File: config.mk
export PLATFORM = sky130hd
export DESIGN_NAME = mult_share_arbiter
export DESIGN_NICKNAME = d
export VERILOG_FILES = /design/src/rtl/mult_share_arbiter.sv
export SDC_FILE = /design/constraint.sdc
export NUM_CORES = 1
export LEC_CHECK = 0
export BUFFER_PORTS_ARGS = -buffer_cell sky130_fd_sc_hd__buf_2
export CAP_MARGIN = 20
export CORE_AREA = 2 2 79 62
export CTS_CLUSTER_SIZE = 12
export DETAILED_ROUTE_END_ITERATION = 10
export DIE_AREA = 0 0 81 64
export PLACE_DENSITY = 0.75
export SLEW_MARGIN = 20
export SYNTH_ARGS = -nofsm -noshare
export SYNTH_HDL_FRONTEND = slang
export SYNTH_SLANG_ARGS = --single-unit
File: constraint.sdc
create_clock -name clk -period 1.6 [get_ports clk]
set_input_delay 0.08 -clock clk [delete_from_list [all_inputs] [get_ports clk]]
set_output_delay 0.08 -clock clk [all_outputs]
set_load 0.03 [all_outputs]
File: src/rtl/mult_share_arbiter.sv
// mult_share_arbiter
//   Shares one serial multiplier between NREQ clients. A round-robin search
//   starting at rr_ptr picks a requester. Its operands are latched, the
//   multiplier gets a one-cycle enable, and the product is returned with a
//   one-cycle ack to the winning client. A watchdog ends a job whose done
//   never arrives and reports it through err.
//
//   clk           system clock
//   reset         asynchronous, active-low reset
//   req           per-client level request, held until ack
//   op_a, op_b    packed client operands, client i at [i*WIDTH +: WIDTH]
//   ack           one-hot, one-cycle pulse qualifying result/err
//   result        product of the acked job (0 on timeout), held until next ack
//   err           set with ack when the job timed out
//   busy          high whenever the arbiter is not idle
//   mult_en       one-cycle enable to the multiplier
//   multiplicant  operand A to the multiplier, stable for the whole job
//   multiplier    operand B to the multiplier, stable for the whole job
//   mult_product  product from the multiplier
//   mult_done     done from the multiplier
//
//   state   | meaning
//   IDLE    | no job; pick the next requester
//   ISSUE   | mult_en high; watchdog cleared
//   WAIT    | waiting for mult_done or for the watchdog to expire
//   RESP    | ack visible to the winner; advance rr_ptr
//   DRAIN   | wait for a lingering mult_done to drop before the next job
module mult_share_arbiter #(
    parameter int WIDTH   = 4,
    parameter int NREQ    = 4,
    parameter int TIMEOUT = 64
) (
    input  logic                    clk,
    input  logic                    reset,
    input  logic [NREQ-1:0]         req,
    input  logic [NREQ*WIDTH-1:0]   op_a,
    input  logic [NREQ*WIDTH-1:0]   op_b,
    output logic [NREQ-1:0]         ack,
    output logic [2*WIDTH-1:0]      result,
    output logic                    err,
    output logic                    busy,
    output logic                    mult_en,
    output logic [WIDTH-1:0]        multiplicant,
    output logic [WIDTH-1:0]        multiplier,
    input  logic [2*WIDTH-1:0]      mult_product,
    input  logic                    mult_done
);

    localparam int GW  = (NREQ > 1) ? $clog2(NREQ) : 1;
    localparam int WDW = $clog2(TIMEOUT);
    localparam logic [GW-1:0]  LAST_CLIENT = GW'(NREQ - 1);
    localparam logic [WDW-1:0] WD_LAST     = WDW'(TIMEOUT - 1);

    typedef enum logic [2:0] {
        S_IDLE,
        S_ISSUE,
        S_WAIT,
        S_RESP,
        S_DRAIN
    } state_t;

    state_t         state;
    logic [GW-1:0]  grant;
    logic [GW-1:0]  rr_ptr;
    logic [GW-1:0]  pick;
    logic [GW:0]    idx;
    logic [WDW-1:0] watchdog;

    // Search from the farthest offset down to offset 0 so the last hit,
    // which is the one that sticks, is the requester nearest to rr_ptr.
    always_comb begin
        pick = rr_ptr;
        idx  = '0;
        for (int i = NREQ - 1; i >= 0; i--) begin
            idx = {1'b0, rr_ptr} + (GW+1)'(i);
            if (idx >= (GW+1)'(NREQ)) begin
                idx = idx - (GW+1)'(NREQ);
            end
            if (req[idx[GW-1:0]]) begin
                pick = idx[GW-1:0];
            end
        end
    end

    always_ff @(posedge clk or negedge reset) begin
        if (!reset) begin
            state        <= S_IDLE;
            grant        <= '0;
            rr_ptr       <= '0;
            watchdog     <= '0;
            ack          <= '0;
            result       <= '0;
            err          <= 1'b0;
            busy         <= 1'b0;
            mult_en      <= 1'b0;
            multiplicant <= '0;
            multiplier   <= '0;
        end else begin
            mult_en <= 1'b0;
            ack     <= '0;
            case (state)
                S_IDLE: begin
                    if (|req) begin
                        grant        <= pick;
                        multiplicant <= op_a[pick*WIDTH +: WIDTH];
                        multiplier   <= op_b[pick*WIDTH +: WIDTH];
                        mult_en      <= 1'b1;
                        busy         <= 1'b1;
                        state        <= S_ISSUE;
                    end
                end
                S_ISSUE: begin
                    watchdog <= '0;
                    state    <= S_WAIT;
                end
                S_WAIT: begin
                    if (mult_done) begin
                        result     <= mult_product;
                        err        <= 1'b0;
                        ack[grant] <= 1'b1;
                        state      <= S_RESP;
                    end else if (watchdog == WD_LAST) begin
                        result     <= '0;
                        err        <= 1'b1;
                        ack[grant] <= 1'b1;
                        state      <= S_RESP;
                    end else begin
                        watchdog <= watchdog + 1'b1;
                    end
                end
                S_RESP: begin
                    rr_ptr   <= (grant == LAST_CLIENT) ? '0 : grant + 1'b1;
                    watchdog <= '0;
                    state    <= S_DRAIN;
                end
                S_DRAIN: begin
                    // A hung multiplier never raised done, so there is nothing to drain.
                    if (err || !mult_done || watchdog == WD_LAST) begin
                        busy  <= 1'b0;
                        state <= S_IDLE;
                    end else begin
                        watchdog <= watchdog + 1'b1;
                    end
                end
                default: begin
                    busy  <= 1'b0;
                    state <= S_IDLE;
                end
            endcase
        end
    end

endmodule

# After elaboration in Yosys (flattened, before gate mapping)
# Cells that the tools add are included.
# W data, S select, Z words.
# totals
register_bits	36
inputBits	47
output_inout_bits	23
# classes
n_addsub	9
order_cmp	10
n_eq_ne	12
shifts	2
n_mux	40
bitwise	1
n_reduce_logical	15
# ops
cell	count
$shiftx A16 B5 Y4	2
$mux W2	9
$mux W6	3
$pmux W6 S3	1
$mux W8	2
$lt A2 B3 Y1 const B	5
$pmux W3 S5	1
$mux W3	4
$mux W4	3
$mux W1	11
$ne A2 B2 Y1 const B	5
$ge A3 B3 Y1 const B	3
$bmux W1 S2	4
$sub A2 B1 Y2 const B	4
$add A2 B2 Y3 const B	2
$add A6 B1 Y6 const B	1
$eq A3 B2 Y1 const B	2
$eq A6 B6 Y1 const B	1
$reduce_and A3 Y1	2
$reduce_and A2 Y1	2
$reduce_and A4 Y1	1
$reduce_or A4 Y1	1
$add A2 B1 Y3 const B	1
$eq A3 B1 Y1 const B	1
17 further kinds	18

# Depth between registers and ports, before layout
# Gate-level depths: netlist (run 1).
# depth
ltp_word	10
ltp_mapped	7

# Worst setup path before layout (run 1)
# OpenSTA, ideal clock, no wires.
# synth_timing
path_kind	flip-flop to flip-flop
startpoint	register err
endpoint	register watchdog[3]
setup_ns	0.076
t_arrival_ns	1.578
required_time_ns	1.524
setup_slack_ns	-0.054
path_stages_with_launch	7
path_buffers	1
cell_sequence	dfrtp_1 nor4b_4 nand2_2 or2_0 buf_6 a2111o_1 o21ai_1
# synth_between
elab_chain_len	4
# synth_rtl
element	line	source
start, declared	40	output logic err,
start signal, assigned	93	err <= 1'b0;
start signal, assigned	119	err <= 1'b0;
start signal, assigned	124	err <= 1'b1;
$logic_or A1 B1 Y1 (2 in series)	138	if (err || !mult_done || watchdog == WD_LAST) begin
$ne A2 B2 Y1 (no source line)	n/a	
$reduce_and A4 Y1 (no source line)	n/a	
end signal, assigned	128	watchdog <= watchdog + 1'b1;
end signal, assigned	142	watchdog <= watchdog + 1'b1;
end, declared	67	logic [WDW-1:0] watchdog;
# No other way between the ends.
# A chain may end at the register's enable or synchronous reset.

# Worst setup path after layout (run 1)
# layout_timing
startpoint	register rr_ptr[1]
endpoint	register multiplicant[2]
# layout_between
elab_chain_len	10
# layout_rtl
element	line	source
start, declared	64	logic [GW-1:0] rr_ptr;
start signal, assigned	132	rr_ptr <= (grant == LAST_CLIENT) ? '0 : grant + 1'b1;
$add A2 B2 Y3	75	idx = {1'b0, rr_ptr} + (GW+1)'(i);
$ge A3 B3 Y1 or $sub A2 B1 Y2 (tied branches)	76, 77	
$mux W2	76	if (idx >= (GW+1)'(NREQ)) begin
$bmux W1 S2	79	if (req[idx[GW-1:0]]) begin
$mux W1 (not written as such)	79	
$mux W2 (3 in series)	79	
$mux W2 (*)	79	
$shiftx A16 B5 Y4 (*)	105	multiplicant <= op_a[pick*WIDTH +: WIDTH];
end signal, assigned	105	
end, declared	43	output logic [WIDTH-1:0] multiplicant,
# Mark *: on every way between the ends. The rest lies on a longest branch, timed or not. The select of a mux whose other input is x is not followed.

==> metrics.cfg, run 1 <==
[status]
status = complete, but fails checks
violations = setup timing

[routing]
via_per_inst = 5.27
vias = 1765
drt_iter0_markers = 139
drc = 0
drt_pass1_iterations = 4
routed_wl_microns = 5270
avgRoutedWirePerCell_microns = 15.7
antenna_left = 0

[critical_path]
r2r_slack_ns = -0.05
r2r_cells = 7
cp_top_family = compound AO/OA/AOI/OAI gates
cpPeakStageDelay_ns = 0.39
crit_slowest_cell = dfrtp_1
startpoint = rr_ptr[1]
arrival_ns = 1.81
cp_cell_sequence = buf_6, nand2_2, o21ai_2, o21ai_4, clkbuf_16, mux2i_1, o221ai_1
r2r-end = multiplicant[2]
cp_max_fo = 8
critical_path_buf_inv_count = 2
worst-setup-path-type = reg2reg
r2r-start = rr_ptr[1]
end_kind = flop
crit_required_ns = 1.77
critPathLaunchType = flop

[sta]
clock_skew_ns = 0.0136
fin_hold_ws_ns = 0.00739
slew_viol_final = 0
setup_slack_ns = -0.0492
tightest_slew_ns = 0.689
rsz0062_at_grt = yes
setup_tns_ns = -0.0784
hold_violations = 0
fin_crit_ns = 1.65
setup-violations-final = 3
relSlewSlack = 0.536
max_freq_ghz = 0.606
finalCritPeriodShare = 1.03

[floorplanning]
initial_core_util = 0.432
die_area_sq_mm = 0.00518
rows = 21
die_h_microns = 64
num_io_pins = 70
core_area_sq_mm = 0.00436
die_x_microns = 81

[yosys]
syn-cell-area_sq_mm = 0.00188
netlist_instances = 180
ys_warn_count = 0
syn-num-nets = 232
ys_ff_latch = 36
synth_area_per_cell_sq_um = 10.5
synth-seq-area-share = 0.478
ys_types = 39

[hold_path]
holdPathStages = 2
worstHoldStart = mult_product[0]
hold_path_class = in2reg
hold_path_end = result[0]

[layout]
final_net_count = 329
seqCellArea_sq_um = 903
final_cell_mix = 69 x buf_2, 34 x dfrtp_1, 25 x buf_4
design_area_sq_mm = 0.00274
final_common_cell = buf_2
drive_above_1_share = 0.493
fin_util = 0.627
final_cells = 335
syn2layout_area_growth_pct = 45.3
multiInputGateArea_sq_mm = 0.00101
fill_cells = 373
diodes = 0

[pwr]
p_leak_nw = 1.36
p_per_area_mw_per_mm2 = 1890
finalPower_mw = 5.18
peakVddDrop_mv = 1.16

[placement]
place_congestion = 0.794
place_hpwl_microns = 3700
dp_cells = 322
dpl_cell_area_sq_mm = 0.00244
place_ws_ns = -0.0539
portBuffers = 69

[clock_tree]
cts_num_sinks = 36
cts_made_buffers = 5
clk_pin_slew_ns = 0.08
worstSkewPairLatency_ns = 0.30
cts_buffer_depth = 2
clockRootBuffer = clkbuf_8
cts_htree_levels = 2
cts_tree = done

[job]
maxCapViolCount = 0

[global_routing]
grt_max_degree = 18
antenna_found_initial = 0
grt_overflow = 0
grt_pass1_wl_microns = 8250
grt_pass1_vias = 1747
track_usage = 0.209

## synth_stat cells, drive strengths merged
cell type	count	area (sq um)
a22o	8	70.1
nor2b	3	18.8
a21o	1	7.51
a2111oi	1	8.76
nor3	3	15.0
ha	5	62.6
or3	1	6.26
o211ai	1	7.51
inv	10	37.5
nand3	4	20.0
o21ai	10	50.0
a31oi	2	12.5
a2bb2oi	1	8.76
mux2i	18	180
o221ai	9	78.8
a21oi	6	30.0
a2111o	2	22.5
or2b	1	7.51
or2	2	12.5
o21bai	1	7.51
nor4b	1	23.8
nand2b	4	25.0
nor4	1	6.26
a21boi	1	7.51
mux2	2	22.5
nor2	11	41.3
o31ai	1	7.51
xnor2	1	8.76
buf	8	63.8
o21ba	1	10.0
nand2	19	73.8
and3	3	18.8
clkbuf	2	8.75
dfrtp	36	901
## sequential cells by signal, summed over array words and instances, names as in the netlist
register,cells
result,8
rr_ptr,2
err,1
multiplicant,4
ack,4
grant,2
state,3
watchdog,6
multiplier,4
mult_en,1
busy,1
## cell families (layout without fill, tap and decap cells)
kind of cell / Yosys count / count (layout) / synth area share
AO/OA/AOI/OAI: 45 / 45 / 0.175
XOR/XNOR: 1 / 1 / 0.00465
adder cells (fa/ha/maj): 5 / 5 / 0.0332
buffers and inverters: 20 / 118 / 0.0585
flip-flops: 36 / 36 / 0.478
multiplexers: 20 / 20 / 0.108
AND/OR/NAND/NOR: 53 / 53 / 0.143
## routing by layer
layer / GRT usage / wire length, microns / vias up
met4: 0.0847 / 74 / 0
met1: 0.277 / 2280 / 856
met5: 0 / 0 / -
met2: 0.339 / 2610 / 63
met3: 0.0339 / 300 / 8
li1: - / - / 838
## worst reg2reg max path: cells and delay by family (launching register included)
| kind | cells | cell delay (ns) |
|---|---|---|
| buffers and inverters | 2 | 0.34 |
| flip-flops | 1 | 0.39 |
| AND/OR/NAND/NOR | 1 | 0.06 |
| multiplexers | 1 | 0.26 |
| AO/OA/AOI/OAI | 3 | 0.46 |
## report_power, final
part / switching, mW / internal [mW]
Clock: 0.347 / 0.350
Combinational: 1.66 / 1.30
Sequential: 0.245 / 1.27
Total: 2.25 / 2.92
## how the worst max path moves through the flow
stage / endpoint / slack [ns] / cells after the start
2_1_floorplan: watchdog[3] / -0.04 / 7
6_report: multiplicant[2] / -0.05 / 7
3_5_place_dp: watchdog[4] / -0.05 / 5
4_1_cts: multiplier[1] / 0.003 / 6
3_3_place_gp: watchdog[4] / 0.01 / 5
5_1_grt: multiplicant[2] / -0.14 / 7
## final cells by class
| class | count | area share |
|---|---|---|
| clock buffer | 7 | 0.0316 |
| clock inverter | 1 | 0.00274 |
| inverter | 10 | 0.0137 |
| multi-input combinational | 124 | 0.369 |
| sequential | 36 | 0.330 |
| tap | 57 | 0.0261 |
| timing repair buffer | 100 | 0.226 |
## repair_timing
action / 4_1_cts / 5_1_grt
endpoints found under the hold margin: 38 / 0
hold buffers: 3 / 0
cloned: 0 / 1
gates resized for setup: 7 / 29
endpoints found under the setup margin: 6 / 25
pin swaps: 1 / 9
setup buffers: 1 / 0
(Power assumes the default switching activity.)
==> inputs of run 2 (changes only) <==
--- a/config.mk
+++ b/config.mk
@@ -5,12 +5,13 @@
 export SDC_FILE = /design/constraint.sdc
 export NUM_CORES = 1
 export LEC_CHECK = 0
+export ABC_AREA = 1
 export BUFFER_PORTS_ARGS = -buffer_cell sky130_fd_sc_hd__buf_2
 export CAP_MARGIN = 20
-export CORE_AREA = 2 2 79 62
+export CORE_AREA = 2 2 81 63
 export CTS_CLUSTER_SIZE = 12
 export DETAILED_ROUTE_END_ITERATION = 10
-export DIE_AREA = 0 0 81 64
+export DIE_AREA = 0 0 83 65
 export PLACE_DENSITY = 0.75
 export SLEW_MARGIN = 20
 export SYNTH_ARGS = -nofsm -noshare
==> run 2 against run 1 <==
  * The flow still finishes with violations (setup timing)
  * Flip-flop and latch count unchanged
  * Hold slack about the same
  * Critical path depth up 6
  * Clock power up 14%
  * Final area up 14%
==> metrics.cfg, run 2 <==
[layout]
design_area_sq_mm = 0.00312  ; was 0.00274 sq mm
final_cell_mix = 69 x buf_2, 50 x nand2_1, 37 x nand3_2  ; was 69 x buf_2, 34 x dfrtp_1, 25 x buf_4
final_net_count = 410  ; was 329
fill_cells = 366  ; was 373
fin_util = 0.664  ; was 0.627
largest_reg_flops = 8  ; unchanged
drive_above_1_share = 0.515  ; was 0.493
largest_register = result  ; unchanged
final_common_cell = buf_2  ; unchanged
syn2layout_area_growth_pct = 55.2  ; was 45.3%
diodes = 0  ; unchanged
top_regs = result: 8 flops, watchdog: 6 flops  ; unchanged
final_cells = 419  ; was 335

[sta]
setup-violations-final = 10  ; was 3
tightest_slew_ns = 0.422  ; was 0.689 ns
relSlewSlack = 0.718  ; was 0.536
setup_tns_ns = -1.41  ; was -0.0784 ns
max_freq_ghz = 0.556  ; was 0.606 GHz
hold_violations = 0  ; unchanged
fin_crit_ns = 1.80  ; was 1.65 ns
slew_viol_final = 0  ; unchanged
setup_slack_ns = -0.200  ; was -0.0492 ns
finalCritPeriodShare = 1.13  ; was 1.03
fin_hold_ws_ns = 0.00712  ; was 0.00739 ns
clock_skew_ns = 0.00805  ; was 0.0136 ns
rsz0062_at_grt = yes  ; unchanged

[floorplanning]
initial_core_util = 0.428  ; was 0.432
num_io_pins = 70  ; unchanged
die_x_microns = 83  ; was 81 microns
rows = 22  ; was 21
core_area_sq_mm = 0.00471  ; was 0.00436 sq mm
die_h_microns = 65  ; was 64 microns
die_area_sq_mm = 0.00540  ; was 0.00518 sq mm

[global_routing]
grt_pass1_vias = 1788  ; was 1747
track_usage = 0.175  ; was 0.209
antenna_found_initial = 0  ; unchanged
grt_overflow = 0  ; unchanged
grt_pass1_wl_microns = 7760  ; was 8250 microns
grt_max_degree = 21  ; was 18

[critical_path]
path_depth = 13  ; was 7
r2r_cells = 13  ; was 7
end_kind = flop  ; unchanged
arrival_ns = 1.98  ; was 1.81 ns
cpMostUsedCell = nand2_2
cp_cell_sequence = buf_6, nand2_1, nand2_2, nand2_2, nand2_2, nand2_2, nand2_4, nand3_4, buf_12, nand3_1, nand3_1, nand3_1, nand2_1  ; was buf_6, nand2_2, o21ai_2, o21ai_4, clkbuf_16, mux2i_1, o221ai_1
r2r_slack_ns = -0.20  ; was -0.05 ns
critPathCapture = multiplicant[1]  ; was multiplicant[2]
cp_top_family = simple AND/OR/NAND/NOR gates  ; was compound AO/OA/AOI/OAI gates
cpPeakStageDelay_ns = 0.47  ; was 0.39 ns
cp_max_fo = 8  ; unchanged
r2r-end = multiplicant[1]  ; was multiplicant[2]
r2r-start = rr_ptr[0]  ; was rr_ptr[1]
worst-setup-path-type = reg2reg  ; unchanged
critical_path_buf_inv_count = 2  ; unchanged
crit_required_ns = 1.78  ; was 1.77 ns
startpoint = rr_ptr[0]  ; was rr_ptr[1]
critPathLaunchType = flop  ; unchanged
crit_slowest_cell = dfrtp_2  ; was dfrtp_1

[yosys]
ys_ff_latch = 36  ; unchanged
syn-num-nets = 310  ; was 232
synth_area_per_cell_sq_um = 7.80  ; was 10.5 sq um
syn-cell-area_sq_mm = 0.00201  ; was 0.00188 sq mm
yosysTopAreaCellShare = 0.447  ; was 0.478
synth-edff-count = 0  ; unchanged
synth.area.top_cells = dfrtp_1 45%, nand3_1 12%, nand2_1 12%  ; was dfrtp_1 48%, mux2i_1 9.6%, o221ai_1 4.2%
yosysMostFrequentCell = nand2_1  ; was dfrtp_1
ys_types = 25  ; was 39
synth_common_cells = 66 x nand2_1, 50 x nand3_1, 36 x dfrtp_1  ; was 36 x dfrtp_1, 18 x mux2i_1, 18 x nand2_1
synth_largest_area_cell = dfrtp_1  ; unchanged
synth-seq-area-share = 0.447  ; was 0.478
async_flop_share = 1.00  ; unchanged
synth_ff_type = dfrtp_1  ; unchanged
ys_warn_count = 0  ; unchanged
netlist_instances = 258  ; was 180

[routing]
via_per_inst = 5.17  ; was 5.27
drc = 0  ; unchanged
drt_pass1_iterations = 4  ; unchanged
routed_wl_microns = 5950  ; was 5270 microns
antenna_left = 0  ; unchanged
avgRoutedWirePerCell_microns = 14.2  ; was 15.7 microns
vias = 2168  ; was 1765
drt_iter0_markers = 184  ; was 139

[clock_tree]
clk_pin_slew_ns = 0.07  ; was 0.08 ns
worstSkewPairLatency_ns = 0.29  ; was 0.30 ns
clockRootBuffer = clkbuf_8  ; unchanged
cts_made_buffers = 5  ; unchanged
cts_buffer_depth = 2  ; unchanged
cts_tree = done  ; unchanged
cts_num_sinks = 36  ; unchanged
cts_htree_levels = 2  ; unchanged

[hold_path]
hold_path_class = in2reg  ; unchanged

[pwr]
finalPower_mw = 7.38  ; was 5.18 mW
p_leak_nw = 1.68  ; was 1.36 nW
p_per_area_mw_per_mm2 = 2360  ; was 1890 mW/mm^2
peakVddDrop_mv = 1.67  ; was 1.16 mV

[placement]
place_ws_ns = -0.181  ; was -0.0539 ns
place_congestion = 0.892  ; was 0.794
dpl_cell_area_sq_mm = 0.00259  ; was 0.00244 sq mm
dp_cells = 400  ; was 322
portBuffers = 69  ; unchanged
place_hpwl_microns = 3530  ; was 3700 microns

[job]
maxCapViolCount = 0  ; unchanged

[status]
violations = setup timing  ; unchanged
status = complete, but fails checks  ; unchanged

## run 2: worst reg2reg max path, delay by kind of cell, from the launching register on
kind	cells	cell delay, ns
flops	1	0.47
buf+inv	2	0.34
simple gates	11	0.91
## run 2: logic make-up (layout without fill, tap and decap cells)
kind of cell,after synthesis,count (layout),share of synthesized area
and+or+nand+nor,149,150,0.342
buffers and inverters,38,138,0.0839
DFF,36,36,0.447
AOI/OAI and AO/OA,29,29,0.0907
adders and majority gates,5,5,0.0311
xor gates and xnor gates,1,1,0.00435
## run 2: worst min path at each step
stage                         start  slack [ns]  depth (start not counted)   endpoint
floorplan                     reset       -0.22                          0     ack[0]
global placement              reset        0.04                          1   state[1]
detailed placement            reset        0.04                          1   state[1]
CTS                 mult_product[5]       0.005                          2  result[5]
global route        mult_product[5]        0.01                          2  result[5]
finish              mult_product[5]       0.007                          2  result[5]
## run 2: layer usage
layer,vias to the layer above,global-route usage,wire length (microns)
li1,1048,-,-
met1,1021,0.240,2520
met2,80,0.273,2880
met3,19,0.0471,372
met4,0,0.0512,170
met5,-,0,0
## run 2: timing repair
| action | 4_1_cts | 5_1_grt |
|---|---|---|
| resized for setup | 3 | 71 |
| setup buffers | 0 | 7 |
| endpoints found under the hold margin | 16 | 0 |
| endpoints found under the setup margin | 9 | 12 |
| cloned | 0 | 3 |
| pin swaps | 0 | 48 |
| hold buffers | 1 | 0 |
## run 2: where the power goes
group          total (mW)  leakage, nW  internal, mW  switching [mW]
clock network       0.794       0.0541         0.461           0.333
logic                5.03         1.17          1.96            3.08
registers            1.55        0.458          1.29           0.261
total                7.38         1.68          3.71            3.67
## run 2: final cells by class
type                            count  area, sq um  area share
Clock inverter                      3         42.5      0.0136
Tap cell                           60         75.1      0.0240
Sequential cell                    36          903       0.289
Multi-Input combinational cell    185         1240       0.398
Inverter                           31          134      0.0429
Timing Repair Buffer               99          657       0.210
Clock buffer                        5         68.8      0.0220
==> inputs of run 3 (changes only) <==
--- a/config.mk
+++ b/config.mk
@@ -13,7 +13,7 @@
 export DETAILED_ROUTE_END_ITERATION = 10
 export DIE_AREA = 0 0 83 65
 export PLACE_DENSITY = 0.75
-export SLEW_MARGIN = 20
 export SYNTH_ARGS = -nofsm -noshare
 export SYNTH_HDL_FRONTEND = slang
 export SYNTH_SLANG_ARGS = --single-unit
+export TNS_END_PERCENT = 10
==> run 3 against run 2 <==
  * The flow still finishes with violations (setup timing)
  * Hold slack gained 0.0048 ns
  * Critical endpoint is now multiplicant[2]
  * Routed wire length grew 6.0%
  * Via count grew 2.9%
  * Largest power group unchanged
  * Sequential share of layout area is 0.63 points higher
  * Non-clock buffer count did not move
==> metrics.cfg, run 3 (synthesis results as in run 2) <==
[status]
status = complete, but fails checks  ; unchanged
violations = setup timing  ; unchanged

[global_routing]
top_usage_layer = met2  ; unchanged
grt_overflow = 0  ; unchanged
track_usage = 0.185  ; was 0.175
grt_pass1_wl_microns = 8050  ; was 7760 microns
use_met3 = 0.0395  ; was 0.0471
grtUsageMet2 = 0.291  ; was 0.273
grt_max_degree = 21  ; unchanged
use_met1 = 0.252  ; was 0.240
antenna_found_initial = 0  ; unchanged
grt_pass1_vias = 1832  ; was 1788

[pwr]
power_switching_mw = 3.68  ; was 3.67 mW
peakVddDrop_mv = 1.41  ; was 1.67 mV
internal-power_mw = 3.64  ; was 3.71 mW
power_frac_seq = 0.211  ; about the same
combPwrFrac = 0.682  ; about the same
p_clk_frac = 0.108  ; about the same
p_leak_nw = 1.66  ; was 1.68 nW
p_sw_frac = 0.503  ; was 0.497
p_per_area_mw_per_mm2 = 2390  ; was 2360 mW/mm^2

[critical_path]
end_kind = flop  ; unchanged
cp_top_family = simple AND/OR/NAND/NOR gates  ; unchanged
r2r-end = multiplicant[2]  ; was multiplicant[1]
cp_max_fo = 17  ; was 8
cp_cell_sequence = buf_6, nand2_2, nand2_2, nand2_2, nand2_1, inv_2, nand2_4, nand3_4, nand2_8, nand2_1, nand3_2, nand3_1, nand2_1  ; was buf_6, nand2_1, nand2_2, nand2_2, nand2_2, nand2_2, nand2_4, nand3_4, buf_12, nand3_1, nand3_1, nand3_1, nand2_1
worst-setup-path-type = reg2reg  ; unchanged
r2r-start = rr_ptr[0]  ; unchanged
critPathLaunchType = flop  ; unchanged
startpoint = rr_ptr[0]  ; unchanged
r2r_cells = 13  ; unchanged
crit_required_ns = 1.78  ; about the same
r2r_slack_ns = -0.25  ; was -0.20 ns
arrival_ns = 2.04  ; was 1.98 ns
critical_path_buf_inv_count = 2  ; unchanged
crit_slowest_cell = dfrtp_2  ; unchanged
cpPeakStageDelay_ns = 0.47  ; about the same

[hold_path]
hold_path_class = in2reg  ; unchanged
holdPathStages = 2  ; unchanged
worstHoldStart = mult_product[4]  ; was mult_product[5]
hold_path_end = result[4]  ; was result[5]

[floorplanning]
die_area_sq_mm = 0.00540  ; unchanged
die_h_microns = 65  ; unchanged
rows = 22  ; unchanged
core_area_sq_mm = 0.00471  ; unchanged
die_x_microns = 83  ; unchanged
initial_core_util = 0.428  ; unchanged
num_io_pins = 70  ; unchanged

[clock_tree]
cts_num_sinks = 36  ; unchanged
worstSkewPairLatency_ns = 0.29  ; about the same
clk_pin_slew_ns = 0.07  ; about the same
cts_tree = done  ; unchanged
cts_htree_levels = 2  ; unchanged
clockRootBuffer = clkbuf_8  ; unchanged
cts_buffer_depth = 2  ; unchanged
cts_made_buffers = 5  ; unchanged

[routing]
drc = 0  ; unchanged
avgRoutedWirePerCell_microns = 15.1  ; was 14.2 microns
vias = 2230  ; was 2168
drt_pass1_iterations = 4  ; unchanged
routed_wl_microns = 6310  ; was 5950 microns
drt_iter0_markers = 252  ; was 184
via_per_inst = 5.32  ; was 5.17
antenna_left = 0  ; unchanged

[sta]
setup-violations-final = 11  ; was 10
hold_violations = 0  ; unchanged
fin_hold_ws_ns = 0.0119  ; was 0.00712 ns
finalCritPeriodShare = 1.16  ; was 1.13
slew_viol_final = 0  ; unchanged
setup_tns_ns = -1.80  ; was -1.41 ns
rsz0062_at_grt = yes  ; unchanged
fin_crit_ns = 1.85  ; was 1.80 ns
setup_slack_ns = -0.253  ; was -0.200 ns
relSlewSlack = 0.710  ; was 0.718
max_freq_ghz = 0.540  ; was 0.556 GHz
tightest_slew_ns = 0.434  ; was 0.422 ns
clock_skew_ns = 0.00747  ; was 0.00805 ns

[placement]
place_congestion = 0.855  ; was 0.892
portBuffers = 69  ; unchanged
place_hpwl_microns = 3700  ; was 3530 microns
place_ws_ns = -0.233  ; was -0.181 ns

[layout]
largest_reg_flops = 8  ; unchanged
drive_above_1_share = 0.476  ; was 0.515
final_common_cell = buf_2  ; unchanged
final_cell_mix = 69 x buf_2, 55 x nand2_1, 34 x dfrtp_1  ; was 69 x buf_2, 50 x nand2_1, 37 x nand3_2
syn2layout_area_growth_pct = 51.9  ; was 55.2%
diodes = 0  ; unchanged
largest_register = result  ; unchanged
top_regs = result: 8 flops, watchdog: 6 flops  ; unchanged
final_net_count = 410  ; unchanged
fin_util = 0.650  ; was 0.664

[job]
maxCapViolCount = 0  ; unchanged

==> run 3: changes by cell type in the layout (fill, tap and decap cells not counted), moves of 2 or more <==
cell	delta
nand2_1	+5
o21ai_1	+2
nand3_2	-4
nand3_1	+4
nand2_2	-4
==> run 3: final cells by class <==
cell class | instances | area [sq um]
fill | 346 | 1650
multi-input combinational | 185 | 1190
sequential | 36 | 903
timing repair buffer | 99 | 653
inverter | 31 | 131
tap | 60 | 75.1
clock buffer | 6 | 72.6
clock inverter | 2 | 35.0
==> run 3: worst max path at each step <==
stage,to,slack [ns],cells past startpoint
finish,multiplicant[2],-0.25,13
global route,multiplicant[2],-0.32,13
CTS,multiplier[0],-0.16,14
detailed placement,multiplier[0],-0.23,14
global placement,multiplier[3],-0.14,13
floorplan,multiplicant[3],-0.02,16
==> run 3: metrics by stage <==
| step | cell area, sq um | cells | power [mW] |
|---|---|---|---|
| finish | 3060 | 419 | 7.32 |
| global route | 3060 | 419 | 7.79 |
| CTS | 2750 | 414 | 6.20 |
| detailed placement | 2590 | 402 | 5.27 |
| global placement | 2590 | 402 | 5.17 |
| floorplan | 2010 | 258 | 4.13 |
==> run 3: power by group through the flow <==
stage          combinational, mW  clock, mW  sequential [mW]
5_1_grt                     5.37      0.834             1.58
3_5_place_dp                3.73          0             1.54
4_1_cts                     3.89      0.792             1.52
6_report                    4.99      0.787             1.54
3_3_place_gp                3.64          0             1.53
2_1_floorplan               2.17          0             1.96
==> run 3: metal layers <==
metal,routed length [microns],vias to the layer above
met5,0,-
li1,-,1054
met2,3090,99
met4,233,0
met1,2600,1052
met3,385,25
==> run 3: what timing repair did <==
item / 4_1_cts / 5_1_grt
hold buffers: 1 / 0
gates cloned: 0 / 3
resized for setup: 8 / 56
buffers inserted: 3 / 2
hold endpoints to repair: 16 / 0
pin swaps: 6 / 37
endpoints found under the setup margin: 12 / 14
